--- src/rtl/mem_sweep_ctrl.sv ---
// Write/verify sweep sequencer for a single-port synchronous RAM, paced by an
// internal prescaler so the sweep is slow enough to watch on LEDs.
module mem_sweep_ctrl #(
  parameter int unsigned ADDR_W   = 4,
  parameter int unsigned DATA_W   = 8,
  parameter int unsigned TICK_DIV = 10_000
) (
  input  logic              clk_i,
  input  logic              rst_ni,
  input  logic              start_i,
  input  logic              mode_i,
  input  logic [DATA_W-1:0] pattern_i,
  output logic              mem_we_o,
  output logic [ADDR_W-1:0] mem_addr_o,
  output logic [DATA_W-1:0] mem_wdata_o,
  input  logic [DATA_W-1:0] mem_rdata_i,
  output logic              step_o,
  output logic              busy_o,
  output logic              done_o,
  output logic              err_o,
  output logic [ADDR_W-1:0] err_addr_o
);

  localparam int unsigned    CntW   = (TICK_DIV > 1) ? $clog2(TICK_DIV) : 1;
  localparam logic [CntW-1:0] CntMax = CntW'(TICK_DIV - 1);

  typedef enum logic [2:0] {StIdle, StWrite, StRead, StCheck, StDone} state_e;

  state_e              state_q, state_d;
  logic [CntW-1:0]     cnt_q;
  logic [ADDR_W-1:0]   addr_q;
  logic [DATA_W-1:0]   pat_q;
  logic                err_q;
  logic [ADDR_W-1:0]   err_addr_q;

  logic                busy;
  logic                tick;
  logic                start_ok;
  logic                last_addr;
  logic [DATA_W-1:0]   exp_word;

  assign busy      = (state_q == StWrite) || (state_q == StRead) || (state_q == StCheck);
  assign tick      = busy && (cnt_q == CntMax);
  assign start_ok  = start_i && ((state_q == StIdle) || (state_q == StDone));
  assign last_addr = (addr_q == {ADDR_W{1'b1}});
  assign exp_word  = pat_q ^ DATA_W'(addr_q);

  always_ff @(posedge clk_i or negedge rst_ni) begin
    if (!rst_ni) begin
      state_q <= StIdle;
    end else begin
      state_q <= state_d;
    end
  end

  always_comb begin
    state_d = state_q;
    unique case (state_q)
      StIdle, StDone: if (start_i) state_d = mode_i ? StRead : StWrite;
      StWrite:        if (tick && last_addr) state_d = StRead;
      StRead:         if (tick) state_d = StCheck;
      StCheck:        state_d = last_addr ? StDone : StRead;
      default:        state_d = StIdle;
    endcase
  end

  always_ff @(posedge clk_i or negedge rst_ni) begin
    if (!rst_ni) begin
      cnt_q      <= '0;
      addr_q     <= '0;
      pat_q      <= '0;
      err_q      <= 1'b0;
      err_addr_q <= '0;
    end else if (start_ok) begin
      cnt_q      <= '0;
      addr_q     <= '0;
      pat_q      <= pattern_i;
      err_q      <= 1'b0;
      err_addr_q <= '0;
    end else begin
      if (busy) cnt_q <= tick ? '0 : cnt_q + CntW'(1);
      // Address advances after each write and after each compare; wraps to 0 naturally.
      if ((state_q == StWrite && tick) || state_q == StCheck) addr_q <= addr_q + ADDR_W'(1);
      if (state_q == StCheck && mem_rdata_i != exp_word && !err_q) begin
        err_q      <= 1'b1;
        err_addr_q <= addr_q;
      end
    end
  end

  always_comb begin
    mem_we_o    = (state_q == StWrite) && tick;
    mem_wdata_o = (state_q == StWrite) ? exp_word : '0;
    mem_addr_o  = addr_q;
    step_o      = tick;
    busy_o      = busy;
    done_o      = (state_q == StDone);
    err_o       = err_q;
    err_addr_o  = err_addr_q;
  end

endmodule

--- config.mk ---
export PLATFORM = sky130hd
export DESIGN_NAME = mem_sweep_ctrl
export DESIGN_NICKNAME = d
export VERILOG_FILES = /design/src/rtl/mem_sweep_ctrl.sv
export SDC_FILE = /design/constraint.sdc
export NUM_CORES = 1
export LEC_CHECK = 0
export ABC_CLOCK_PERIOD_IN_PS = 2950
export CAP_MARGIN = 20
export CORE_UTILIZATION = 35
export CTS_BUF_LIST = sky130_fd_sc_hd__clkbuf_2 sky130_fd_sc_hd__clkbuf_4 sky130_fd_sc_hd__clkbuf_8
export CTS_CLUSTER_SIZE = 14
export DETAILED_ROUTE_END_ITERATION = 16
export SLEW_MARGIN = 30
export SYNTH_ARGS = -nofsm -noshare
export SYNTH_HDL_FRONTEND = slang
export SYNTH_SLANG_ARGS = --single-unit
--- constraint.sdc ---
create_clock -name clk_i -period 2.95 [get_ports clk_i]
set_input_delay 0.4425 -clock clk_i [delete_from_list [all_inputs] [get_ports clk_i]]
set_output_delay 0.4425 -clock clk_i [all_outputs]
set_load 0.05 [all_outputs]
==> results of run 1 <==
==> cell families after synthesis <==
logic type,count (synthesis)
AOI/OAI and AO/OA,41
xor gates and xnor gates,14
adders and majority gates,2
buffers and inverters,19
DFF,34
muxes,5
and+or+nand+nor,99
==> per-layer routing <==
| metal | vias up | GRT usage | routed length [um] |
|---|---|---|---|
| met3 | 6 | 0.0431 | 146 |
| met1 | 727 | 0.220 | 2220 |
| li1 | 826 | - | - |
| met4 | 0 | 0.0692 | 79 |
| met5 | - | 0 | 0 |
| met2 | 26 | 0.241 | 1790 |
==> stage by stage <==
| stage | std cells | instance area [um^2] | util | total power, mW |
|---|---|---|---|---|
| 3_3_place_gp | 320 | 2370 | 0.456 | 1.46 |
| 3_5_place_dp | 320 | 2370 | 0.456 | 1.46 |
| 6_report | 328 | 2480 | 0.477 | 1.85 |
| 4_1_cts | 328 | 2480 | 0.477 | 1.87 |
| 5_1_grt | 328 | 2480 | 0.477 | 1.99 |
| 2_1_floorplan | 214 | 1920 | - | 1.26 |
==> worst reg2reg max path, stage by stage, from the launching register on <==
cell and delay, ns:
dfrtp_1 0.42, ha_1 0.24, and3_1 0.24, and4_1 0.40, nand2b_4 0.28, o21ai_0 0.10, a22o_1 0.23
==> worst paths after layout <==
path / to / cells past startpoint / startpoint / slack [ns]
worst max-delay path: busy_o / 4 / state_q[1]$_DFFE_PN0P_ / 0.33
worst min-delay path: pat_q[0]$_DFFE_PN0P_ / 2 / pat_q[0]$_DFFE_PN0P_ / 0.49
worst max register to register: cnt_q[5]$_DFFE_PN0P_ / 6 / cnt_q[0]$_DFFE_PN0P_ / 0.94
worst min register to register: pat_q[0]$_DFFE_PN0P_ / 2 / pat_q[0]$_DFFE_PN0P_ / 0.49
max in group asynchronous: cnt_q[11]$_DFFE_PN0P_ / 2 / rst_ni / 2.08
min in group asynchronous: state_q[1]$_DFFE_PN0P_ / 2 / rst_ni / 0.56
==> cell type report <==
class / instances / area, um^2
multi-input cells: 161 / 966
flip-flops and latches: 34 / 851
well taps: 70 / 87.6
fillers: 524 / 2720
inverters: 11 / 43.8
clock buffers: 8 / 110
repair buffers: 44 / 425
==> state kept, by name, indices dropped and copies added (netlist names) <==
name,count
err_addr_o,4
pat_q,8
cnt_q,14
mem_addr_o,4
state_q,3
err_o,1
==> power by group through the flow <==
stage	Combinational (mW)	Sequential (mW)	Clock, mW
after CTS	0.710	0.746	0.418
after global routing	0.783	0.769	0.437
final	0.702	0.746	0.402
after detailed placement	0.708	0.754	0
after floorplan	0.438	0.818	0
after global placement	0.704	0.752	0
==> layout by cell type (no fill, tap or decap), types with 3 or more instances in the layout <==
cell type,synthesis,routed
a21o_1,4,4
nor3b_1,4,4
inv_1,10,10
mux2i_1,5,5
nand2_1,38,38
dfrtp_1,34,34
o21ai_0,9,9
and2_1,7,7
clkdlybuf4s50_1,0,38
clkbuf_8,0,8
xnor2_1,12,12
a21oi_1,6,6
nor3_1,4,4
or3_1,3,3
nand3_1,11,11
o31ai_1,4,4
buf_4,1,6
nor2_1,17,17
o21ai_1,5,5
and3_1,4,4
==> reports/metrics.cfg, run 1 <==
[worst_setup_path]
arrival_ns=2.18
cp_slowest_cell=clkdlybuf4s50_1
start_kind=flip-flop
crit_path_end_kind=output port
path_max_fanout=10
worstSetupPathType=flip-flop to output port
crit_family=buffers and inverters
crit_path_max_incr_delay_ns=0.81
path_buf_inv=2
crit_required_ns=2.51
worstPathCellList=nor2_1 > or2_1 > inv_4 > clkdlybuf4s50_1

[finish]
layout.nets=279
synthToLayoutAreaGrowth_pct=29.4
drive_gt1_frac=0.0814
diodes=0

[clock_tree]
htree_levels=2
cts-buffers-inserted=5
cts-root-buf=clkbuf_8
cts.sinks=34
cts.path.max_buffers=2
cts_resized=0
clk_transition_reported_paths_ns=0.07
postCtsHoldBufs=0
post-cts-setup-buffers=0
clkLatencyLatePin_ns=0.29
cts_tree=built

[floorplanning]
die_w_um=76.1
die_h_um=76.1
rows=26
start_util=0.369
io_pins=41
coreArea_mm2=0.00520
dieArea_mm2=0.00578

[timing]
maxSlewHeadroom=0.657
worst-slew-pin-transition_ns=0.513
slew_viol_final=0
hold_ws_ns=0.494
fin_skew_ns=0.00931
tns_ns=0
rsz0062_at_grt=no
timing.final.ws_setup_ns=0.327
max_freq_mhz=381
hold_viol=0
period_share=0.889
setup_viol=0
fin_crit_ns=2.62

[yosys]
synth-seq-cells=34
synth_cells=214
synth_most_common_cell=nand2_1
synthMuxAreaShare=0.0261
synth_edf_count=0
synth.area.top_cells=dfrtp_1, nand2_1, xnor2_1, nor2_1, nand3_1
synth_top_family_by_area=simple AND/OR/NAND/NOR gates
synth_fp_nets=236
yosysSeqAreaShare=0.443
async_flop_share=1.00
yosys_warnings=0
yosys.area_share.simple=0.258
syn_avg_cell_area_um2=8.97
ys.flop_type=dfrtp_1
synthXorXnorAreaFrac=0.0639
synthDistinctLibCells=44
synth_commonest_cells=nand2_1, dfrtp_1, nor2_1
netlist_area_mm2=0.00192
synth-compound-area-share=0.142
synth_top_cell_by_area=dfrtp_1
synthAdderAreaFrac=0.0130
synth_top_area_share=0.443

[route]
drc=0
vias_per_cell=4.83
dr_total_vias=1585
first_pass_iters=4
routedWlPerCell_um=12.9
ant_nets=0
wl_um=4230
drt-initial-drc-count=103

[power_and_ir_drop]
clockPowerShare=0.217
leakagePower_nw=1.06
p_switching_uw=725
p_per_area_mw_per_mm2=745
power_frac_comb=0.379
internal_power_mw=1.12
pwr-share-seq=0.403
peakVddDrop_mv=0.295
p_sw_frac=0.392

[flow_run]
drv_cap=0

[grt]
grt_max_degree=35
grt.total_usage=0.161
grt_antenna_before_repair=0
grt_first_pass_wirelength_um=7270
grt_pass1_vias=1505
grt.overflow.total=0

[status]
outcome=completed

[placed_design]
place_congestion=0.769
dp_slack_ns=0.641
dp.final_hpwl_um=3070
portBuffers=40

[min_path]
hold_class=flip-flop to flip-flop

Power figures use the tool's default switching activity.
==> inputs of run 2 (changes only) <==
SLEW_MARGIN = 20   (was 30)
==> results of run 2 <==
No change in the layout: final DEF, timing and power equal those of run 1.
